File: src/rtl/iter_alu.sv
// Multi-cycle ALU: ADD/SUB complete at accept, SHL and MUL iterate one step
// per cycle. Operands and results move through valid/ready handshakes.
module iter_alu #(
  parameter int W    = 4,
  parameter int OUTW = 20
) (
  input  logic            clk,
  input  logic            rst_n,
  input  logic            in_valid,
  output logic            in_ready,
  input  logic [W-1:0]    a,
  input  logic [W-1:0]    b,
  input  logic [1:0]      op,
  output logic            out_valid,
  input  logic            out_ready,
  output logic [OUTW-1:0] result,
  output logic            flag,
  output logic            busy
);

  typedef enum logic [1:0] {S_IDLE, S_BUSY, S_DONE} state_e;
  typedef enum logic [1:0] {OP_ADD, OP_SUB, OP_SHL, OP_MUL} op_e;

  state_e          r_state;
  op_e             r_op;
  logic [W-1:0]    r_cnt;
  logic [W-1:0]    r_mplier;
  logic [OUTW-1:0] r_mcand;
  logic [OUTW-1:0] r_result;
  logic            r_flag;

  logic [OUTW-1:0] w_a;
  logic [OUTW-1:0] w_b;

  assign w_a = OUTW'(a);
  assign w_b = OUTW'(b);

  assign in_ready  = (r_state == S_IDLE);
  assign out_valid = (r_state == S_DONE);
  assign busy      = (r_state != S_IDLE);
  assign result    = r_result;
  assign flag      = r_flag;

  always_ff @(posedge clk or negedge rst_n) begin
    if (!rst_n) begin
      r_state  <= S_IDLE;
      r_op     <= OP_ADD;
      r_cnt    <= '0;
      r_mplier <= '0;
      r_mcand  <= '0;
      r_result <= '0;
      r_flag   <= 1'b0;
    end else begin
      case (r_state)
        S_IDLE: begin
          if (in_valid) begin
            r_op     <= op_e'(op);
            r_flag   <= 1'b0;
            r_mcand  <= w_a;
            r_mplier <= b;
            case (op_e'(op))
              OP_ADD: begin
                r_result <= w_a + w_b;
                r_cnt    <= '0;
                r_state  <= S_DONE;
              end
              OP_SUB: begin
                r_result <= w_a - w_b;
                r_flag   <= (a < b);
                r_cnt    <= '0;
                r_state  <= S_DONE;
              end
              OP_SHL: begin
                r_result <= w_a;
                r_cnt    <= b;
                r_state  <= (b == '0) ? S_DONE : S_BUSY;
              end
              OP_MUL: begin
                r_result <= '0;
                r_cnt    <= W'(W);
                r_state  <= S_BUSY;
              end
            endcase
          end
        end
        S_BUSY: begin
          r_cnt <= r_cnt - W'(1);
          if (r_op == OP_SHL) begin
            // Sticky overflow: any 1 leaving the top bit sets the flag.
            r_flag   <= r_flag | r_result[OUTW-1];
            r_result <= r_result << 1;
          end else begin
            if (r_mplier[0]) r_result <= r_result + r_mcand;
            r_mcand  <= r_mcand << 1;
            r_mplier <= r_mplier >> 1;
          end
          if (r_cnt == W'(1)) r_state <= S_DONE;
        end
        S_DONE: begin
          if (out_ready) r_state <= S_IDLE;
        end
        default: r_state <= S_IDLE;
      endcase
    end
  end

endmodule

File: config.mk
export PLATFORM = sky130hd
export DESIGN_NAME = iter_alu
export DESIGN_NICKNAME = d
export VERILOG_FILES = /design/src/rtl/iter_alu.sv
export SDC_FILE = /design/constraint.sdc
export NUM_CORES = 1
export LEC_CHECK = 0
export ABC_AREA = 1
export ABC_CLOCK_PERIOD_IN_PS = 2200
export BUFFER_PORTS_ARGS = -buffer_cell sky130_fd_sc_hd__buf_2
export CORE_MARGIN = 4
export CORE_UTILIZATION = 32
export DETAILED_ROUTE_END_ITERATION = 12
export PLACE_DENSITY = 0.49
export SETUP_SLACK_MARGIN = 0.3
export SLEW_MARGIN = 10
export SYNTH_ARGS = -nofsm -noshare
export SYNTH_HDL_FRONTEND = slang
export SYNTH_SLANG_ARGS = --single-unit
File: constraint.sdc
create_clock -name clk -period 2.2 [get_ports clk]
set_input_delay 0.11 -clock clk [delete_from_list [all_inputs] [get_ports clk]]
set_output_delay 0.11 -clock clk [all_outputs]
set_load 0.1 [all_outputs]
After elaboration in Yosys (flattened, before gate mapping):

Cells that the tools add are included.

* register bits after elaboration: 53
* output and inout bits: 24

* equal/unequal tests: 13
* bitwise operators: 1
* magnitude comparators: 1
* $add $sub $neg: 4
* reduce and logical (&&, ||, !) cells: 12
* mux-type cells: 24

Operators by type and width (count)
* 2-to-1 mux 20 bit: 5
* one-hot mux 20 bit (2 select lines): 2
* one-hot mux 20 bit (4 select lines): 1
* adder 20 bit: 1
* one-hot mux 4 bit (2 select lines): 2
* 2-to-1 mux 4 bit: 3
* one-hot mux 2 bit (3 select lines): 2
* one-hot mux 4 bit (3 select lines): 1
* AND reduction 3 bit: 4
* equality test 2 bit (second input constant): 4
* 2-to-1 mux 2 bit: 4
* inequality test 2 bit (second input constant): 4
* adder 4 x 4 -> 5 bit: 1
* subtractor 4 x 4 -> 5 bit: 1
* equality test 2 x 1 -> 1 bit (second input constant): 2
* equality test 4 x 1 -> 1 bit (second input constant): 1
* zero test 2 bit: 2
* zero test 4 bit: 1
* less-than comparator 4 bit: 1
* AND reduction 2 bit: 2
* nonzero test 2 bit: 2
* subtractor 4 x 1 -> 4 bit (second input constant): 1
* 2-to-1 mux 1 bit: 3
* inequality test 3 bit (second input constant): 1
* 4 further kinds: 4

Depth between registers and ports, before layout:

Gate-level depths: netlist (run 1).

* word-level depth: 5
* mapped depth: 12
* mapped depth without buffers: 12

Least setup slack after synthesis (run 1):

OpenSTA, ideal clock, no wires.

* path type: register -> register
* start point: reg r_state[1]
* end point: reg r_result[10], in the netlist result[10]
* arrival time: 2835 ps
* cell stages (with the launch flop): 8
* required time: 2076 ps
* path slack: -759 ps
* path through: dfrtp_1 -> nor2_1 -> nand2_1 -> o211ai_2 -> o21ai_2 -> buf_4 -> a21oi_1 -> a21oi_1

* longest elaborated chain between the ends: 3
* elaborated cells between the ends (all ways): 7

Ends and longest elaborated chain
* from (decl): RTL line 24 `state_e r_state;`
* from (signal assigned): RTL line 76 `r_state <= (b == '0) ? S_DONE : S_BUSY;`
* zero test 2 bit *
* named net in_ready: RTL line 10 `output logic in_ready,`
* inequality test 2 bit (no line) or nonzero test 2 bit (tied branches)
* AND reduction 3 bit (no line)
* to (signal assigned): RTL line 63 `r_result <= w_a + w_b;`
* to (signal assigned): RTL line 68 `r_result <= w_a - w_b;`
* to (signal assigned): RTL line 74 `r_result <= w_a;`
* to (decl): RTL line 29 `logic [OUTW-1:0] r_result;`

The timed path passes the listed nets; every way through them passes the cells marked *.
A chain may end at the register's enable or synchronous reset.

Worst setup path after layout (run 1):

* start point: reg r_result[3], in the netlist result[3]
* end point: reg r_result[10], in the netlist result[10]

* longest elaborated chain between the ends: 4

Ends and longest elaborated chain
* adder 20 bit: RTL line 93 `if (r_mplier[0]) r_result <= r_result + r_mcand;`
* 2-to-1 mux 20 bit: RTL line 93
* 2-to-1 mux 20 bit: RTL line 88 `if (r_op == OP_SHL) begin`
* one-hot mux 20 bit (2 select lines): RTL line 54 `case (r_state)`

No other way between the ends. The select of a mux whose other input is x is not followed.

==> impl_results.md, run 1 <==
* Post-Syn Nets at 613
* Commonest non-fill, non-tap cell in the layout: nand2_1
* TritonCTS buffer count at 5
* IO Pins at 38
* GR Util All Layers at 0.168
* Horiz. Die Dim at 119 um
* Lkg Pwr at 2.40 nW
* ANT nets after route at 0
* Worst setup path endpoint: result[10]$_DFFE_PN0P_
* Final Hold Fails at 0
* Share of layout cells above drive strength 1 at 0.215
* Die area at 0.0141 mm2
* R2R Setup Slk at 0.39 ns
* Crit Reg-Reg Endpoint: result[10]$_DFFE_PN0P_
* Final setup viols at 0
* Reg2reg start: result[3]$_DFFE_PN0P_
* Inst Count DP at 748
* Mapped Cells at 567
* CTS tree: built
* Non-filler cells, final at 760
* Nets at 658
* Area Growth Syn to Fin at 24.3%
* Critical Path RT at 2.40 ns
* DRC viols at 0
* Port buffer count at 37
* Worst skew pair latency at 0.31 ns
* Largest net degree at the start of global routing at 31
* Fin util at 0.407
* Most area-hungry cell type in the Yosys netlist: dfrtp_1
* Compound-gate portion of the synthesized area at 0.144
* Sequential element share of the synthesized area at 0.337
* CP startpoint: result[3]$_DFFE_PN0P_
* Ant. Diodes at 0
* Pwr Density at 1620 mW/mm2
* GP Congestion at 0.831
* Kind of critical path: reg -> reg
* Arrival time of the worst setup path at 2.01 ns
* Register bit count reported by yosys at 53
* Drt pass-1 iters at 4
* Initial Util at 0.327
* Fin crit period at 1.81 ns
* VDD IR max at 0.994 mV
* Clk_skew at 0.0148 ns
* DP HPWL at 8640 um
* Synth unique cells at 33
* Vias post-DR at 3819
* CTS sink cnt at 53
* Nature of the critical path endpoint: flop
* Initial antenna violation count at 0
* DRT Wirelength at 11500 um
* Relative slew slack at 0.639
* Post-Syn Area at 0.00393 mm2
* GRT Residual Overflow at 0
* Rows at 40
* Max_cap viols at 0
* Crit-path max FO at 4
* Final Max Tran Viols at 0
* Area contributors post-synth: dfrtp_1, nand2_1, ha_1
* Power Total at 7.91 mW
* Worst slew pin tran at 0.541 ns
* H-tree depth at 2
* Final period util at 0.822
* Synth Area per Inst at 6.93 um2
* Synth Area in Adders at 0.108
* Commonest non-fill, non-tap cells in the layout: nand2_1, inv_1, nand3_1, a21oi_1, nor2_1
* Largest family of logic cells by synthesized area: simple AND/OR/NAND/NOR gates
* Vias/cell at 5.03
* Clock slew seen by the registers of the worst setup and hold paths at 0.08 ns
* Worst hold path type: in -> reg
* Die Height at 119 um
* Yosys warning count at 0
* Clock buffer depth at 2
* Xor-xnor portion of the synthesized cell area at 0.0156
* Post-synthesis mux area share at 0
* Status: completed
* Core area at 0.0120 mm2
* Synth Area in Simple Gates at 0.314
* Unrepaired setup endpoints after global routing: yes
* Top-area cell type share of the netlist area at 0.337
* Startpoint types: flop
* Root Buffer: clkbuf_16
* Achievable frequency at 0.553 GHz
* Number of global-route vias before repair at 3737
* Global-route wire length before repair at 19100 um
* Setup_tns at 0 ns
* Routed WL per cell at 15.1 um
* Worst R2R Path Depth at 10
* DR iter-0 viols at 301
==> worst min-delay path by stage <==
| stage | depth (start not counted) | from | end |
|---|---|---|---|
| finish | 2 | op[0] | r_cnt[0]$_DFFE_PN0P_ |
| global route | 2 | op[0] | r_cnt[0]$_DFFE_PN0P_ |
| CTS | 2 | op[0] | r_cnt[0]$_DFFE_PN0P_ |
| detailed placement | 1 | rst_n | result[6]$_DFFE_PN0P_ |
| global placement | 1 | rst_n | result[6]$_DFFE_PN0P_ |
| floorplan | 0 | rst_n | flag$_DFFE_PN0P_ |
==> cell usage after synthesis <==
cell / number
o211ai_2: 1
o31ai_1: 2
inv_2: 3
a21oi_1: 55
nand2_1: 147
a22oi_1: 1
xnor2_1: 1
a31oi_1: 4
clkinv_1: 1
o21ai_0: 25
clkbuf_1: 6
nand4_1: 1
ha_1: 29
or2_2: 3
and2_1: 3
dfrtp_1: 53
o21ai_2: 1
nand3b_1: 6
xor2_1: 6
o32ai_1: 1
nor2_4: 2
o21ai_1: 2
buf_2: 9
o221ai_1: 1
o211ai_1: 2
o22ai_1: 6
inv_1: 62
fa_1: 3
nor3_1: 7
o21bai_1: 2
nor2_1: 56
nand3_1: 65
buf_4: 1
==> per-layer routing <==
layer | vias to the layer above | routed length, um | track usage
met2 | 69 | 5440 | 0.279
met5 | - | 0 | 0
li1 | 1954 | - | -
met3 | 10 | 435 | 0.0266
met1 | 1786 | 5420 | 0.228
met4 | 0 | 163 | 0.0456
==> logic make-up (layout without fill, tap and decap cells) <==
group | count (synthesis) | count (layout)
XOR/XNOR | 7 | 7
flip-flops | 53 | 53
adder cells (fa/ha/maj) | 32 | 32
AO/OA/AOI/OAI | 103 | 103
buffers and inverters | 82 | 128
AND/OR/NAND/NOR | 290 | 290
==> final cells by class <==
cell class	count	area, um2
Clock inverter	2	38.8
Sequential cell	53	1370
Tap cell	147	184
Timing Repair Buffer	54	318
Multi-Input combinational cell	432	2590
Clock buffer	6	129
Fill cell	1255	7120
Inverter	66	250
==> metrics by stage <==
step / cell area (um2) / hold WS (ns) / worst slack, ns
after floorplan: 4030 / -0.186 / 0.257
after global placement: 4420 / 0.124 / 0.163
after detailed placement: 4420 / 0.124 / 0.213
after CTS: 4630 / 0.0570 / 0.304
after global routing: 4890 / 0.0807 / 0.271
final: 4890 / 0.0683 / 0.391
==> power by group <==
| group | total, mW | internal [mW] | leakage [nW] | switching, mW |
|---|---|---|---|---|
| clock | 0.943 | 0.542 | 0.0810 | 0.401 |
| sequential | 1.84 | 1.40 | 0.651 | 0.441 |
| combinational | 5.13 | 1.43 | 1.67 | 3.69 |
==> critical path, cell delays in order, from the launching register on <==
cell,delay [ns]
dfrtp_4,0.50
ha_4,0.26
nand2_1,0.06
nand2_1,0.12
nand2_1,0.09
nand2_1,0.05
nand2_1,0.10
nand3_4,0.11
or2_2,0.29
nand3_1,0.07
a21oi_1,0.06
==> registers in the layout, indices dropped and copies added, names as in the netlist <==
| name | flops |
|---|---|
| flag | 1 |
| r_cnt | 4 |
| r_mcand | 20 |
| r_mplier | 4 |
| r_op | 2 |
| r_state | 2 |
| result | 20 |
==> timing repair <==
item,in CTS,in global routing
setup buffers,0,2
gates resized for setup,4,46
pin swaps,1,6
gates cloned,0,0
setup endpoints to repair,5,23
hold buffers,2,0
hold endpoints to repair,19,0
Power figures use the tool's default switching activity.
==> run 2: changes to the inputs <==
--- a/config.mk
+++ b/config.mk
@@ -5,8 +5,8 @@
 export SDC_FILE = /design/constraint.sdc
 export NUM_CORES = 1
 export LEC_CHECK = 0
-export ABC_AREA = 1
-export ABC_CLOCK_PERIOD_IN_PS = 2200
+export ABC_AREA = 0
+export ABC_CLOCK_PERIOD_IN_PS = 1700
 export BUFFER_PORTS_ARGS = -buffer_cell sky130_fd_sc_hd__buf_2
 export CORE_MARGIN = 4
 export CORE_UTILIZATION = 32
==> constraint.sdc (replaced) <==
create_clock -name clk -period 1.7 [get_ports clk]
set_input_delay 0.085 -clock clk [delete_from_list [all_inputs] [get_ports clk]]
set_output_delay 0.085 -clock clk [all_outputs]
set_load 0.1 [all_outputs]
==> run 2 against run 1 <==
Effect of this change:
- the run now ends with negative setup slack left
- largest cell class unchanged
- worst hold slack lost 0.0059 ns
- critical endpoint is now result[14]$_DFFE_PN0P_
- utilization grew 16 points
- synthesized cell count decreased by 17%
- clock-buffer cell count increased by 1
- sequential power up 21%
- fmax shrank 27%
==> impl_results.md, run 2 <==
* Status: finished with violations
* Failing checks: negative setup slack
* Synth Area in Adders at 0.111
* Fin crit period at 2.47 ns
* Max_cap viols at 0
* Post-Syn Nets at 516
* Worst slew pin tran at 0.486 ns
* DP HPWL at 9100 um
* Unrepaired setup endpoints after global routing: yes
* Critical Path RT at 1.89 ns
* Initial antenna violation count at 0
* Worst hold path type: in -> reg
* Post-Syn Area at 0.00382 mm2
* Share of layout cells above drive strength 1 at 0.506
* Post-synth top flop: dfrtp_1
* Register bit count reported by yosys at 53
* Ant. Diodes at 0
* Initial Util at 0.330
* EDFF count, synth at 0
* Worst R2R Path Depth at 11
* Die Height at 117 um
* Core area at 0.0116 mm2
* Top-area cell type share of the netlist area at 0.347
* Post-synth top cells: nand2_1, dfrtp_1, a21oi_1, nor2_1, o21ai_0
* Area Growth Syn to Fin at 70.4%
* Synth Area per Inst at 8.13 um2
* Rows at 39
* Clock buffer depth at 2
* Mapped Cells at 470
* Vias post-DR at 4105
* Largest net degree at the start of global routing at 54
* Post-synthesis mux area share at 0.0190
* Largest family of logic cells by synthesized area: compound AO/OA/AOI/OAI gates
* DR iter-0 viols at 148
* Pwr Density at 2020 mW/mm2
* Count leader, synth: nand2_1
* GP Congestion at 0.861
* Lkg Pwr at 3.01 nW
* Nature of the critical path endpoint: flop
* Clk_skew at 0.00422 ns
* Port buffer count at 37
* Kind of critical path: reg -> reg
* Synth unique cells at 52
* CTS tree: built
* Xor-xnor portion of the synthesized cell area at 0.0183
* Reg2reg start: result[0]$_DFFE_PN0P_
* Final Hold Fails at 0
* Clock slew seen by the registers of the worst setup and hold paths at 0.07 ns
* VDD IR max at 1.62 mV
* Drt pass-1 iters at 4
* Hold Slack at 0.0625 ns
* Yosys warning count at 0
* GR Util All Layers at 0.202
* Sequential element share of the synthesized area at 0.347
* Final setup viols at 23
* DRC viols at 0
* Startpoint types: flop
* Most area-hungry cell type in the Yosys netlist: dfrtp_1
* Root Buffer: clkbuf_16
* DRT Wirelength at 13300 um
* Nets at 692
* Met1 WL at 5930 um
* Global-route wire length before repair at 21400 um
* Worst setup path endpoint: result[14]$_DFFE_PN0P_
* Synth Area in Simple Gates at 0.225
* ANT nets after route at 0
* Metal2 WL at 6730 um
* TritonCTS buffer count at 5
* Arrival time of the worst setup path at 2.66 ns
* Vias/cell at 5.20
* Achievable frequency at 0.405 GHz
* Uppermost layer routed: met4
* GRT Residual Overflow at 0
* Final Max Tran Viols at 0
* Fin util at 0.563
* CP startpoint: result[0]$_DFFE_PN0P_
* Die area at 0.0137 mm2
* IO Pins at 38
* Met3 wire length at 509 um
* Commonest non-fill, non-tap cells in the layout: buf_4, nand2_1, dfrtp_1, a21oi_1, buf_2
* Worst skew pair latency at 0.30 ns
* Async SR Flop Fraction at 1.00
* CTS sink cnt at 53
* Horiz. Die Dim at 117 um
* Routed WL per cell at 16.9 um
* Crit Reg-Reg Endpoint: result[14]$_DFFE_PN0P_
* Relative slew slack at 0.675
* Crit-path max FO at 4
* H-tree depth at 2
* Final worst setup slack at -0.769 ns
* WHS Path Cells at 3
* Compound-gate portion of the synthesized area at 0.236
* Final period util at 1.45
* Area contributors post-synth: dfrtp_1, ha_1, nand2_1
* R2R Setup Slk at -0.77 ns
* Number of global-route vias before repair at 4158
* Commonest non-fill, non-tap cell in the layout: buf_4
[run 2: changes by cell type after synthesis, moves of 6 or more]
cell / previous run / this run
a21oi_1: 55 / 43
a211oi_1: 0 / 7
nand3_1: 65 / 26
a21o_1: 0 / 7
nor2_1: 56 / 39
clkbuf_1: 6 / 18
nand2b_1: 0 / 9
buf_2: 9 / 3
nor2b_1: 0 / 10
inv_1: 62 / 19
nand2_1: 147 / 77
o21ai_0: 25 / 31
[run 2: logic make-up after synthesis]
group,after synthesis
AND/OR/NAND/NOR,187
buffers and inverters,42
AO/OA/AOI/OAI,141
flip-flops,53
XOR/XNOR,8
multiplexers,7
adder cells (fa/ha/maj),32
[run 2: per-stage QoR]
step                setup TNS [ns]  area, um2  instances  worst slack [ns]  total power, mW
finish                       -7.21       6510        789            -0.769             13.1
global route                 -9.75       6510        789            -0.896             13.9
CTS                          -6.92       6160        773            -0.709             12.5
detailed placement          -11.08       5310        748            -0.754             9.79
global placement            -10.10       5310        748            -0.699             9.75
floorplan                    -9.78       4130        470            -0.786             7.37
[run 2: repair_timing]
action / in CTS / in global routing
setup buffers: 12 / 16
setup endpoints to repair: 50 / 53
endpoints found under the hold margin: 53 / 0
hold buffers: 1 / 0
gates resized for setup: 117 / 40
cloned: 5 / 0
pin swaps: 43 / 46
[run 2: how the worst min path moves through the flow]
stage               from                     end  slack [ns]
3_3_place_gp       rst_n  r_mcand[8]$_DFFE_PN0P_        0.12
2_1_floorplan      rst_n        flag$_DFFE_PN0P_       -0.21
6_report       out_ready  r_state[1]$_DFFE_PN0P_        0.06
5_1_grt        out_ready  r_state[1]$_DFFE_PN0P_        0.08
4_1_cts        out_ready  r_state[1]$_DFFE_PN0P_        0.05
3_5_place_dp       rst_n  r_mcand[8]$_DFFE_PN0P_        0.11
[run 2: layout make-up]
type,count,area (um2)
repair buffers,192,1730
clock buffers,7,143
well taps,143,179
fillers,1024,5060
flip-flops and latches,53,1380
inverters,19,71.3
multi-input cells,375,3000
[run 2: report_power, final]
part	internal (mW)	switching (mW)	leakage [nW]	total [mW]
combinational	4.11	5.70	2.29	9.81
clock	0.582	0.500	0.0700	1.08
sequential	1.82	0.411	0.652	2.23
total	6.51	6.61	3.01	13.1
[run 2: per-layer routing]
metal  vias up  global-route usage
met1      1996               0.262
met4         0              0.0543
met3        13              0.0360
met5         -                   0
li1       2023                   -
met2        73               0.347
[run 2: worst max-delay path: stages (launching register included)]
cell,delay (ns)
dfrtp_4,0.49
ha_4,0.17
inv_2,0.05
fa_2,0.20
nor2b_2,0.05
o211ai_1,0.25
a21boi_2,0.11
o311a_1,0.40
buf_6,0.15
or3_4,0.36
nand3_2,0.07
a21oi_1,0.06
